$ cat config.mk
export PLATFORM = sky130hd
export DESIGN_NAME = div_iterative_unit_flat
export DESIGN_NICKNAME = d
export VERILOG_FILES = /design/src/rtl/div_iterative_unit_pkg.sv /design/src/rtl/div_iterative_unit_if.sv /design/src/rtl/div_iterative_unit_div_step.sv /design/src/rtl/div_iterative_unit.sv /design/src/flat_wrapper.sv
export SDC_FILE = /design/constraint.sdc
export NUM_CORES = 1
export LEC_CHECK = 0
export BUFFER_PORTS_ARGS = -buffer_cell sky130_fd_sc_hd__buf_2
export CAP_MARGIN = 25
export CORE_MARGIN = 4
export CORE_UTILIZATION = 35
export CTS_CLUSTER_SIZE = 14
export DETAILED_ROUTE_END_ITERATION = 10
export SKIP_CTS_REPAIR_TIMING = 1
export SYNTH_ARGS = -nofsm -noshare
export SYNTH_HDL_FRONTEND = slang
export SYNTH_SLANG_ARGS = --single-unit
$ cat constraint.sdc
create_clock -name clock -period 5.61 [get_ports clock]
set_clock_uncertainty 0.15 [all_clocks]
set_input_delay 0.8415 -clock clock [delete_from_list [all_inputs] [get_ports clock]]
set_output_delay 0.8415 -clock clock [all_outputs]
set_load 0.005 [all_outputs]
$ cat src/rtl/div_iterative_unit_pkg.sv
// Shared multdiv constants: divider step counts, step-counter state encoding,
// and the phase decode of that counter.
package div_iterative_unit_pkg;

  localparam int unsigned DIV_STEPS       = 32;
  localparam int unsigned DIV_FINISH_STEP = DIV_STEPS + 1;

  localparam int unsigned STEP_IDLE       = 0;
  localparam int unsigned STEP_ITER_FIRST = 1;
  localparam int unsigned STEP_ITER_LAST  = DIV_STEPS;
  localparam int unsigned STEP_FINISH     = DIV_FINISH_STEP;

  typedef enum logic [1:0] {
    PH_IDLE,
    PH_ITERATE,
    PH_FINISH
  } div_phase_e;

endpackage

$ cat src/rtl/div_iterative_unit_if.sv
// Issue/writeback-side signals of the iterative divider.
interface div_iterative_unit_if #(
  parameter int WIDTH = 32
) ();

  logic             ctrl_div;
  logic [WIDTH-1:0] data_operandA;
  logic [WIDTH-1:0] data_operandB;
  logic [WIDTH-1:0] data_result;
  logic             data_exception;
  logic             data_resultRDY;
  logic             busy;

  modport master (
    output ctrl_div, data_operandA, data_operandB,
    input  data_result, data_exception, data_resultRDY, busy
  );

  modport slave (
    input  ctrl_div, data_operandA, data_operandB,
    output data_result, data_exception, data_resultRDY, busy
  );

endinterface

$ cat src/rtl/div_iterative_unit_div_step.sv
// One restoring shift-subtract iteration on unsigned magnitudes.
module div_step #(
  parameter int WIDTH = 32
) (
  input  logic [WIDTH:0]   rem_i,
  input  logic [WIDTH-1:0] quo_i,
  input  logic [WIDTH-1:0] div_i,
  output logic [WIDTH:0]   rem_o,
  output logic [WIDTH-1:0] quo_o
);

  logic [WIDTH+1:0] rem_sh;
  logic [WIDTH+1:0] div_ext;
  logic [WIDTH:0]   diff;

  always_comb begin
    // NOTE: every combinational output gets a default first so no path leaves it unassigned (no latch).
    rem_sh  = {rem_i, quo_i[WIDTH-1]};
    div_ext = {2'b00, div_i};
    // The remainder stays below 2*D, so the difference fits in WIDTH+1 bits.
    diff    = rem_sh[WIDTH:0] - div_ext[WIDTH:0];
    rem_o   = rem_sh[WIDTH:0];
    quo_o   = {quo_i[WIDTH-2:0], 1'b0};
    if (rem_sh >= div_ext) begin
      rem_o    = diff;
      quo_o[0] = 1'b1;
    end
  end

endmodule

$ cat src/rtl/div_iterative_unit.sv
// Sequential signed divider: the step counter encodes IDLE/ITERATE/FINISH,
// one shift-subtract per cycle, sign fix-up and single-cycle RDY on FINISH.
module div_iterative_unit
  import div_iterative_unit_pkg::*;
#(
  parameter int WIDTH  = DIV_STEPS,
  parameter int STEP_W = 6
) (
  input  logic                 clock,
  input  logic                 reset,
  div_iterative_unit_if.slave  bus
);

  localparam logic [STEP_W-1:0] STEP_ZERO  = STEP_W'(STEP_IDLE);
  localparam logic [STEP_W-1:0] STEP_FIRST = STEP_W'(STEP_ITER_FIRST);
  localparam logic [STEP_W-1:0] STEP_FIN   = STEP_W'(WIDTH + 1);

  logic [STEP_W-1:0] step_q, step_d;
  logic [WIDTH:0]    rem_q, rem_d;
  logic [WIDTH-1:0]  quo_q, quo_d;
  logic [WIDTH-1:0]  dvs_q, dvs_d;
  logic [WIDTH-1:0]  result_q, result_d;
  logic              sign_q, sign_d;
  logic              divzero_q, divzero_d;
  logic              exc_q, exc_d;
  logic              rdy_q, rdy_d;
  logic              busy_q, busy_d;

  logic [WIDTH:0]    rem_nx;
  logic [WIDTH-1:0]  quo_nx;
  logic [WIDTH-1:0]  abs_a, abs_b;
  div_phase_e        phase;

  div_step #(.WIDTH(WIDTH)) u_div_step (
    .rem_i (rem_q),
    .quo_i (quo_q),
    .div_i (dvs_q),
    .rem_o (rem_nx),
    .quo_o (quo_nx)
  );

  // Unsigned magnitudes: the most negative value maps onto itself.
  assign abs_a = bus.data_operandA[WIDTH-1] ? -bus.data_operandA : bus.data_operandA;
  assign abs_b = bus.data_operandB[WIDTH-1] ? -bus.data_operandB : bus.data_operandB;

  always_comb begin
    phase = PH_IDLE;
    if (step_q == STEP_FIN)       phase = PH_FINISH;
    else if (step_q != STEP_ZERO) phase = PH_ITERATE;
  end

  always_comb begin
    step_d    = step_q;
    rem_d     = rem_q;
    quo_d     = quo_q;
    dvs_d     = dvs_q;
    sign_d    = sign_q;
    divzero_d = divzero_q;
    result_d  = result_q;
    exc_d     = exc_q;
    rdy_d     = 1'b0;

    // A start strobe wins over any in-flight step, including FINISH.
    if (bus.ctrl_div) begin
      rem_d     = '0;
      quo_d     = abs_a;
      dvs_d     = abs_b;
      sign_d    = bus.data_operandA[WIDTH-1] ^ bus.data_operandB[WIDTH-1];
      divzero_d = (bus.data_operandB == '0);
      step_d    = STEP_FIRST;
    end else begin
      case (phase)
        PH_ITERATE: begin
          rem_d  = rem_nx;
          quo_d  = quo_nx;
          step_d = step_q + STEP_W'(1);
        end
        PH_FINISH: begin
          result_d = divzero_q ? '0 : (sign_q ? -quo_q : quo_q);
          exc_d    = divzero_q;
          rdy_d    = 1'b1;
          step_d   = STEP_ZERO;
        end
        default: ;
      endcase
    end

    busy_d = (step_d != STEP_ZERO);
  end

  always_ff @(posedge clock) begin
    // NOTE: sequential state uses non-blocking assignments so every flop samples pre-edge values.
    if (reset) begin
      step_q    <= STEP_ZERO;
      rem_q     <= '0;
      quo_q     <= '0;
      dvs_q     <= '0;
      sign_q    <= 1'b0;
      divzero_q <= 1'b0;
      result_q  <= '0;
      exc_q     <= 1'b0;
      rdy_q     <= 1'b0;
      busy_q    <= 1'b0;
    end else begin
      step_q    <= step_d;
      rem_q     <= rem_d;
      quo_q     <= quo_d;
      dvs_q     <= dvs_d;
      sign_q    <= sign_d;
      divzero_q <= divzero_d;
      result_q  <= result_d;
      exc_q     <= exc_d;
      rdy_q     <= rdy_d;
      busy_q    <= busy_d;
    end
  end

  assign bus.data_result    = result_q;
  assign bus.data_exception = exc_q;
  assign bus.data_resultRDY = rdy_q;
  assign bus.busy           = busy_q;

endmodule
$ cat src/flat_wrapper.sv
// flat-port wrapper written by rule: the top's interface ports become plain ports
module div_iterative_unit_flat import div_iterative_unit_pkg::*;
#(
  parameter int WIDTH  = DIV_STEPS,
  parameter int STEP_W = 6
)
  (clock, reset, bus_ctrl_div, bus_data_operandA, bus_data_operandB, bus_data_result, bus_data_exception, bus_data_resultRDY, bus_busy);
  div_iterative_unit_if #(.WIDTH(WIDTH)) bus_i ();
  input  logic clock;
  input  logic reset;
  input wire logic [$bits(bus_i.ctrl_div)-1:0] bus_ctrl_div;
  input wire logic [$bits(bus_i.data_operandA)-1:0] bus_data_operandA;
  input wire logic [$bits(bus_i.data_operandB)-1:0] bus_data_operandB;
  output wire logic [$bits(bus_i.data_result)-1:0] bus_data_result;
  output wire logic [$bits(bus_i.data_exception)-1:0] bus_data_exception;
  output wire logic [$bits(bus_i.data_resultRDY)-1:0] bus_data_resultRDY;
  output wire logic [$bits(bus_i.busy)-1:0] bus_busy;
  assign bus_i.ctrl_div = bus_ctrl_div;
  assign bus_i.data_operandA = bus_data_operandA;
  assign bus_i.data_operandB = bus_data_operandB;
  assign bus_data_result = bus_i.data_result;
  assign bus_data_exception = bus_i.data_exception;
  assign bus_data_resultRDY = bus_i.data_resultRDY;
  assign bus_busy = bus_i.busy;
  div_iterative_unit #(.WIDTH(WIDTH), .STEP_W(STEP_W)) u_core (.clock(clock), .reset(reset), .bus(bus_i));
endmodule
==> results of run 1 <==
==> worst max-delay path, cell delays in order (launching register included) <==
cell and delay, ns:
dfxtp_1 0.35, inv_1 0.08, ha_1 0.19, inv_1 0.07
fa_1 0.20, a21oi_1 0.10, o21ai_0 0.29, o21ai_0 0.27
o311ai_0 0.68, a31oi_1 0.23, o21bai_1 0.34, a211oi_1 0.13
a31o_2 0.23, a211oi_1 0.21
==> flip-flops by register name (all words and copies together), names as in the netlist <==
register,count
u_core.step_q,6
u_core.dvs_q,32
u_core.bus.busy,1
u_core.sign_q,1
u_core.quo_q,32
u_core.bus.data_exception,1
u_core.bus.data_result,32
u_core.rem_q,33
u_core.bus.data_resultRDY,1
u_core.divzero_q,1
==> power by group <==
| group | switching [uW] | total (uW) | internal, uW | leakage (uW) |
|---|---|---|---|---|
| logic | 582 | 948 | 366 | 0.00282 |
| registers | 54.5 | 1110 | 1050 | 0.00115 |
| clock network | 545 | 1150 | 607 | 0.000299 |
==> cell families after synthesis <==
group           Yosys count  share of synthesized area, %
flops                   140                          30.7
fa+ha+maj                39                          5.42
buf+inv                 128                          5.30
mux                      24                          2.63
simple gates            378                          19.0
xor+xnor                117                          11.2
compound gates          363                          25.7
==> stage by stage <==
| stage | total power, uW | utilization, % |
|---|---|---|
| floorplan | 1820 | - |
| global placement | 2050 | 38.7 |
| detailed placement | 2060 | 38.8 |
| CTS | 3220 | 41.3 |
| global route | 3400 | 41.4 |
| finish | 3210 | 41.4 |
==> cells in the mapped netlist (13+ instances only) <==
| library cell | number |
|---|---|
| dfxtp_1 | 140 |
| nand2_1 | 136 |
| nor2_1 | 113 |
| a21oi_1 | 94 |
| clkbuf_1 | 69 |
| o21ai_0 | 66 |
| xnor2_1 | 60 |
| xor2_1 | 57 |
| inv_1 | 53 |
| ha_1 | 38 |
| a211oi_1 | 36 |
| o31ai_1 | 29 |
| nand3_1 | 26 |
| o22ai_1 | 26 |
| a22oi_1 | 25 |
| mux2i_1 | 24 |
| nand4_1 | 16 |
| a21o_1 | 14 |
| or3_1 | 14 |
| nor3_1 | 13 |
==> placed cells by master, fill, tap and decap left out, drive strengths merged, types with 3 or more instances in the layout <==
master,instances
nand2b,9
inv,59
nor2,113
o21a,5
a221oi,3
o21bai,8
clkinv,9
a31oi,8
and2,7
ha,38
buf,113
xnor2,60
a211oi,36
o31ai,30
a311oi,9
or4,12
mux2i,24
or2,8
nor4,6
o22ai,26
diode,4
xor2,57
and3,4
o211ai,9
or3,18
a21oi,94
nor3,13
nand2,136
dfxtp,140
nand4,16
a21o,14
o21ai,72
o41ai,12
nor2b,5
a2111oi,3
nand3,26
a22oi,25
clkbuf,17
==> layout make-up <==
cell class	count	area (sq um)	share of cell area (%)
clock inverter	15	194	1.84
clock buffer	17	425	4.03
sequential	140	2800	26.6
antenna	4	10.0	0.0949
tap	330	413	3.92
inverter	53	199	1.89
timing repair buffer	113	628	5.96
multi-input combinational	921	5870	55.7
==> worst paths after layout <==
kind,startpoint,end,depth (start not counted)
max,u_core.quo_q[31],u_core.rem_q[30],13
min,u_core.bus.data_result[25],u_core.bus.data_result[25],2
max reg2reg,u_core.quo_q[31],u_core.rem_q[30],13
min reg2reg,u_core.bus.data_result[25],u_core.bus.data_result[25],2
==> metal layers <==
| layer | vias up | wire length [um] |
|---|---|---|
| met5 | - | 0 |
| met4 | 0 | 374 |
| met3 | 25 | 1330 |
| met2 | 224 | 11100 |
| met1 | 3971 | 12200 |
| li1 | 4387 | - |
==> run metrics, run 1 <==
status completed; min Tclk post-route 3.59 ns; Slew Viols, Final 0; met1 usage 24.3%; Root Buffer clkbuf_16; Clock Sinks 140; met2 Track Usage GR 26.4%; routed len/inst 15.7 um; dpl hpwl 18.0 mm; CP endpoint kind flop; Total GRT Usage 17.0%; DR DRC count 0; DRT Pass-1 Iters 5; TritonCTS clock tree yes; die width 170 um; final setup violation count 0; htree depth 4; achievable frequency 0.279 GHz; relative slew slack 39.5%; worst slew pin tran 0.907 ns; initial drt markers 651; Die ar. 0.0288 sq mm; placed insts 1,556; Worst Setup Path Type reg2reg; peak supply drop 0.156 mV; final hold vios 0; Ports 102; Synth Instances 1,189; # port buffers 101; Rows 58; Nets 1,352; worst slack at placement 1.97 ns; Post-DP Area 0.00990 sq mm; Congestion Overflow GR 0; area share of the largest cell type after synthesis 30.7%; Final Cell Area 0.0105 sq mm; Min-Delay Path Class reg2reg; RSZ-0062 raised after global routing no; pin count of the biggest net entering global routing 67; vias in the first global route 7,973; clk_lat worst skew 0.43 ns; DR vias 8,607; flops & latches, synth 140; Distinct cells, synth 57; Post-synth ARST share 0%; drt total wl 24.9 mm; Lkg Pwr 0.00427 uW; Mean Syn Cell Area 7.69 sq um; Fillers 2,587; ys flop type dfxtp_1; Worst-path clk slew 0.07 ns; GR Util met3 3.17%; crit path DAT 3.79 ns; period utilisation layout 64.0%; Syn Nets 1,295; routability cong. 0.880; pwr dens 304 mW/mm^2; Ys Warns 0; vias per cell 5.40; post-route ant nets 0; post-route setup TNS 0 ns; final std cells w/o fill 1,593; Final WS setup 2.02 ns; CP max FO 3; core area 0.0255 sq mm; critical path launch point type flop; Starting Density 35.9%; layout cell share with drive strength beyond 1 13.0%; Yosys top cell by area dfxtp_1; Post-synth EDFFs 0; Req. time, crit path 5.81 ns; worst reg-to-reg setup slack 2.02 ns; largest cells by area after synthesis dfxtp_1 (31%), xnor2_1 (5.7%), nand2_1 (5.6%), xor2_1 (5.5%), ha_1 (5.2%); hold slack 0.297 ns; Synth Cell Area 0.00914 sq mm; initial antenna violation count 4; clk buf depth 2; first-pass GRT wire length 40.6 mm; post-synthesis sequential area ratio 30.7%; most utilized layer in the global route result met2; total CTS buffers 17; die height 170 um; maxcap violations 0; Syn-to-layout area delta 15.4%
No activity file was read; power rests on OpenSTA's default activity.
==> run 2: changes to the inputs <==
--- a/config.mk
+++ b/config.mk
@@ -5,6 +5,7 @@
 export SDC_FILE = /design/constraint.sdc
 export NUM_CORES = 1
 export LEC_CHECK = 0
+export ABC_AREA = 1
 export BUFFER_PORTS_ARGS = -buffer_cell sky130_fd_sc_hd__buf_2
 export CAP_MARGIN = 25
 export CORE_MARGIN = 4
==> constraint.sdc (replaced) <==
create_clock -name clock -period 2.95 [get_ports clock]
set_clock_uncertainty 0.15 [all_clocks]
set_input_delay 0.4425 -clock clock [delete_from_list [all_inputs] [get_ports clock]]
set_output_delay 0.4425 -clock clock [all_outputs]
set_load 0.005 [all_outputs]
==> run 2 against run 1 <==
Area after synthesis grew 15%. Via count is 32% higher. Core utilization shrank 0.76 points. Cell area up 15%. Clock power up 99%. Worst setup slack got worse by 1.7 ns. Hold slack got worse by 0.18 ns. Count of clock-buffer cells in the layout is 2 higher.
==> run metrics, run 2 <==
Ports 102 (unchanged); die height 182 um (+7.1%); maxcap violations 0 (unchanged); critical-path cell list inv_1 > ha_1 > inv_1 > fa_1 > nand3_1 > nand3_2 > nand2_1 > nand2_1 > nand2_2 > nand3_4 > buf_12 > nand2_1 > nand2_1 > o21ai_1 > inv_1; pwr dens 535 mW/mm^2 (+76%); crit path DAT 2.81 ns (-0.98 ns); Synth Area in XOR/XNOR 2.24% (-9.0 points); Yosys top cell by area dfxtp_1; Nets 1,949 (+44%); Synth Area in Adders 4.69% (-0.73 points); Fillers 3,238 (+25%); clk buf depth 2 (unchanged); period utilisation layout 88.9% (+25 points); Syn Nets 1,865 (+44%); commonest non-fill, non-tap cell in the layout nand2_1; Power, Total 6460 uW (+100%); first-pass GRT wire length 55.2 mm (+36%); Mean Syn Cell Area 6.00 sq um (-22%); largest cells by area after synthesis dfxtp_1 (27%), nand2_1 (17%), inv_1 (8.6%), nor2_1 (7.7%), nand3_1 (6.6%); area share of the largest cell type after synthesis 26.6% (-4.1 points); Die ar. 0.0330 sq mm (+15%); Synth Cell Area 0.0106 sq mm (+15%); Root Buffer clkbuf_16; post-route ant nets 0 (unchanged); die width 182 um (+7.1%); sequential standard cell area 0.00280 sq mm (unchanged); Ys Warns 0 (unchanged); final hold vios 0 (unchanged); Clock Sinks 140 (unchanged); vias per cell 5.05 (-6.6%); Lkg Pwr 0.00587 uW (+38%); largest family of logic cells by synthesized area simple AND/OR/NAND/NOR gates; min Tclk post-route 2.62 ns (-0.967 ns); most flop-heavy register u_core.rem_q; DR DRC count 0 (unchanged); core area 0.0297 sq mm (+17%); total CTS buffers 17 (unchanged); relative slew slack 55.3% (+16 points); initial drt markers 786 (+21%); post-route setup TNS 0 ns (unchanged); htree depth 4 (unchanged); CP endpoint kind flop; layout cell share with drive strength beyond 1 11.2% (-1.9 points); Psw 2420 uW (+100%); Synth Instances 1,759 (+48%); Worst Setup Path Type reg2reg; mux share of post-synthesis cell area 0% (-2.6 points); Distinct cells, synth 54 (-5.3%); achievable frequency 0.381 GHz (+37%); peak supply drop 0.361 mV (+130%); Starting Density 35.5% (-0.37 points); routability cong. 0.966 (+9.8%); hold slack 0.120 ns (-0.177 ns); Post-synth EDFFs 0 (unchanged); top-count cell post-synth nand2_1; Total GRT Usage 20.5% (+3.4 points); Worst path slowest cell fa_1; Clk pwr share 35.4% (-0.6 points); Most Frequent Cell on Critical Path nand2_1; # port buffers 101 (unchanged); Post-Synth Simple-Gate Area 40.3% (+21 points); Pint 4040 uW (+100%); Sequential Power Share 32.1% (-2.4 points); Min-Delay Path Class in2reg; Logic pwr share 32.5% (+2.9 points); Req. time, crit path 3.13 ns (-2.68 ns); ys flop type dfxtp_1; DR vias 11,300 (+32%); final setup violation count 0 (unchanged); Post-synth ARST share 0% (unchanged); DRT Pass-1 Iters 6 (+1); dpl hpwl 27.0 mm (+50%); initial antenna violation count 0 (-4); status completed; Syn-to-layout area delta 14.4%; flops & latches, synth 140 (unchanged); pin count of the biggest net entering global routing 43 (-36%); routed len/inst 15.4 um (-1.7%); CP top delay family simple AND/OR/NAND/NOR gates; post-synthesis sequential area ratio 26.6% (-4.1 points); diode count 0 (-4); area of the multi-input gates 0.00652 sq mm (+11%); clk_lat worst skew 0.44 ns (about the same); critical path launch point type flop; max FFs per register 33 (unchanged); sw frac 37.5% (+0.62 points); Congestion Overflow GR 0 (unchanged); worst slew pin tran 0.670 ns (-0.237 ns); drt total wl 34.5 mm (+39%); CP max FO 20 (+17); RSZ-0062 raised after global routing no; WP buf/inv 4 (+2); TritonCTS clock tree yes; Slew Viols, Final 0 (unchanged); vias in the first global route 10,400 (+31%); Post-synth top cells nand2_1 (470), inv_1 (243), nor2_1 (217); Rows 63 (+8.6%); Max stage delay on crit path 0.42 ns (-0.26 ns); commonest non-fill, non-tap cells in the layout nand2_1 (470), inv_1 (243), nor2_1 (217), nand3_1 (140), dfxtp_1 (140); Worst-path clk slew 0.07 ns (about the same); Synth Area in Compound Gates 14.6% (-11 points)
-- run 2: through the flow --
stage | area (sq um) | setup slack [ns] | cells | util, %
4_1_cts | 12100 | 0.325 | 2246 | 40.6
5_1_grt | 12100 | 0.0802 | 2246 | 40.6
3_5_place_dp | 11500 | 0.198 | 2214 | 38.6
2_1_floorplan | 10600 | 0.736 | 1759 | -
6_report | 12100 | 0.327 | 2246 | 40.6
3_3_place_gp | 11500 | 0.281 | 2214 | 38.6
-- run 2: area by class of cell --
class / count / area share, %
Timing Repair Buffer: 124 / 5.82
Clock buffer: 19 / 3.67
Multi-Input combinational cell: 1307 / 54.0
Tap cell: 390 / 4.04
Clock inverter: 13 / 1.37
Sequential cell: 140 / 23.2
Inverter: 253 / 7.86
-- run 2: path summary, 6_finish.rpt --
check,startpoint,endpoint,slack (ns),cells past startpoint
hold / removal,bus_data_operandB[27],u_core.dvs_q[27],0.12,3
setup reg to reg,u_core.quo_q[31],u_core.rem_q[16],0.33,15
setup / recovery,u_core.quo_q[31],u_core.rem_q[16],0.33,15
hold reg to reg,u_core.bus.data_result[25],u_core.bus.data_result[25],0.31,2
-- run 2: cell families (layout without fill, tap and decap cells) --
| family | after synthesis | in the layout |
|---|---|---|
| AOI/OAI and AO/OA | 278 | 278 |
| xor gates and xnor gates | 27 | 27 |
| adders and majority gates | 39 | 39 |
| buffers and inverters | 312 | 409 |
| DFF | 140 | 140 |
| and+or+nand+nor | 963 | 963 |
-- run 2: layer usage --
layer  part of all wire, %  track usage, %  wire length, um
met5                     0               0                0
met4                   2.6            5.91              904
met3                   4.8            3.31             1660
met2                    46            34.6            16000
met1                    46            26.9            16000
-- run 2: worst reg2reg max path, stage by stage, from the launching register on --
cell	delay (ns)
dfxtp_1	0.33
inv_1	0.09
ha_1	0.17
inv_1	0.08
fa_1	0.42
nand3_1	0.12
nand3_2	0.12
nand2_1	0.09
nand2_1	0.09
nand2_2	0.10
nand3_4	0.22
buf_12	0.25
nand2_1	0.07
nand2_1	0.04
o21ai_1	0.13
inv_1	0.05
-- run 2: power by group through the flow --
stage / Clock (uW) / Sequential, uW / Combinational [uW]
2_1_floorplan: 0 / 2090 / 1560
3_3_place_gp: 0 / 2110 / 2080
3_5_place_dp: 0 / 2110 / 2080
4_1_cts: 2330 / 2070 / 2090
5_1_grt: 2410 / 2080 / 2380
6_report: 2290 / 2070 / 2100
==> run 3: changes to the inputs <==
--- a/config.mk
+++ b/config.mk
@@ -5,7 +5,6 @@
 export SDC_FILE = /design/constraint.sdc
 export NUM_CORES = 1
 export LEC_CHECK = 0
-export ABC_AREA = 1
 export BUFFER_PORTS_ARGS = -buffer_cell sky130_fd_sc_hd__buf_2
 export CAP_MARGIN = 25
 export CORE_MARGIN = 4
==> run 3 against run 2 <==
Clock power is essentially flat. Cell area shrank 6.5%. Via count shrank 22%. Combinational power grew 4%. Die area shrank 13%. Power grew 1.4%. Sequential share of layout area grew 1.6 points. Count of clock-buffer cells in the layout shrank 2. Sequential cell count is the same. First-iteration DRC count shrank 21%.
==> run metrics, run 3 (synthesized netlist as in run 1, its figures left out) <==
status completed; max FFs per register 33 (unchanged); critical-path cell list inv_1 > ha_1 > buf_4 > a21oi_1 > o21ai_1 > a2111oi_2 > nor2_1 > a21oi_2 > o41ai_2 > buf_4 > mux2i_1 > nand2_1 > o211ai_1; Ports 102 (unchanged); vias in the first global route 8,211 (-21%); most flop-heavy register u_core.rem_q; Min-Delay Path Class in2reg; achievable frequency 0.350 GHz (-8.1%); Total GRT Usage 17.3% (-3.1 points); DR DRC count 0 (unchanged); clk buf depth 2 (unchanged); DRT Pass-1 Iters 5 (-1); CP max FO 5 (-75%); initial drt markers 622 (-21%); Root Buffer clkbuf_16; commonest non-fill, non-tap cells in the layout dfxtp_1 (138), nand2_1 (136), nor2_1 (112), buf_2 (101); final setup violation count 0 (unchanged); htree depth 4 (unchanged); Lkg Pwr 0.00470 uW (-20%); min Tclk post-route 2.85 ns (+0.231 ns); post-route ant nets 0 (unchanged); maxcap violations 0 (unchanged); peak supply drop 0.371 mV (+2.8%); pwr dens 580 mW/mm^2 (+8.5%); period utilisation layout 96.7% (+7.8 points); initial antenna violation count 2 (+2); vias per cell 5.29 (+4.9%); crit path DAT 3.06 ns (+0.25 ns); Worst Setup Path Type reg2reg; routed len/inst 15.4 um (+0.13%); # port buffers 101 (unchanged); layout cell share with drive strength beyond 1 20.1% (+9.0 points); routability cong. 0.865 (-10%); critical path launch point type flop; final hold vios 0 (unchanged); first-pass GRT wire length 41.3 mm (-25%); commonest non-fill, non-tap cell in the layout dfxtp_1; drt total wl 25.8 mm (-25%); worst slew pin tran 0.783 ns (+0.112 ns); DR vias 8,857 (-22%); total CTS buffers 17 (unchanged); Congestion Overflow GR 0 (unchanged); core area 0.0255 sq mm (-14%); relative slew slack 47.8% (-7.4 points); pin count of the biggest net entering global routing 69 (+60%); WP buf/inv 3 (-1); Syn-to-layout area delta 23.5%; die width 170 um (-6.6%); clk_lat worst skew 0.43 ns (about the same); CP top delay family compound AO/OA/AOI/OAI gates; Die ar. 0.0288 sq mm (-13%); Req. time, crit path 3.15 ns (+0.02 ns); dpl hpwl 18.9 mm (-30%); hold slack 0.163 ns (+0.0424 ns); worst slack at placement -0.188 ns (-0.386 ns); Worst-path clk slew 0.07 ns (about the same); TritonCTS clock tree yes; die height 170 um (-6.6%); Final WS setup 0.0961 ns (-0.231 ns); Max stage delay on crit path 0.44 ns (+0.02 ns); Most Frequent Cell on Critical Path buf_4; Starting Density 35.9% (+0.37 points); Worst path slowest cell o41ai_2; Slew Viols, Final 0 (unchanged); CP endpoint kind flop; Nets 1,434 (-26%); RSZ-0062 raised after global routing yes; Clock Sinks 140 (unchanged); Rows 58 (-7.9%)
run 3: changes by cell type in the layout (fill, tap and decap cells not counted), sizes merged, moves of 29 or more:
| cell | before | now |
|---|---|---|
| a211oi | 0 | 36 |
| buf | 124 | 194 |
| inv | 254 | 63 |
| nand2 | 474 | 136 |
| nand3 | 152 | 26 |
| nor2 | 228 | 113 |
| o31ai | 1 | 30 |
| xnor2 | 4 | 60 |
| xor2 | 23 | 57 |
run 3: final timing paths:
kind | slack [ns] | to | start | cells past startpoint
worst max-delay path | 0.1 | u_core.rem_q[28] | u_core.dvs_q[7] | 13
worst min-delay path | 0.16 | u_core.dvs_q[19] | bus_data_operandB[19] | 3
worst max register to register | 0.1 | u_core.rem_q[28] | u_core.dvs_q[7] | 13
worst min register to register | 0.31 | u_core.bus.data_result[25] | u_core.bus.data_result[25] | 2
run 3: layout make-up:
class                      instances  area, sq um
clock buffer                      17          425
antenna                            2         5.00
sequential                       140         2810
inverter                          53          199
multi-input combinational        921         5990
tap                              330          413
clock inverter                    15          191
fill                            2525        14200
timing repair buffer             195         1270
run 3: layer usage:
layer  vias up  wire length, um  GRT usage [%]
li1       4544                -              -
met1      4142            12500           24.1
met2       154            11900           27.9
met3        17             1150           3.10
met4         0              238           4.27
met5         -                0              0
run 3: through the flow:
stage	util [%]	cell area (sq um)	std cells	total power, uW	TNS, ns
floorplan	-	9140	1189	3460	0
global placement	41.1	10500	1633	4130	-0.432
detailed placement	41.1	10500	1633	4140	-0.829
CTS	43.6	11100	1665	6430	-0.337
global route	44.3	11300	1673	6920	-0.382
finish	44.3	11300	1673	6560	0
run 3: tightest hold or removal path: cells and delay by family:
family | cells | cell delay (ns)
AOI/OAI and AO/OA | 1 | 0.09
xor gates and xnor gates | 1 | 0.06
buffers and inverters | 1 | 0.09
run 3: report_power, final:
group	total, uW	switching (uW)	internal (uW)
sequential	2100	104	2000
clock	2270	972	1290
combinational	2190	1230	960
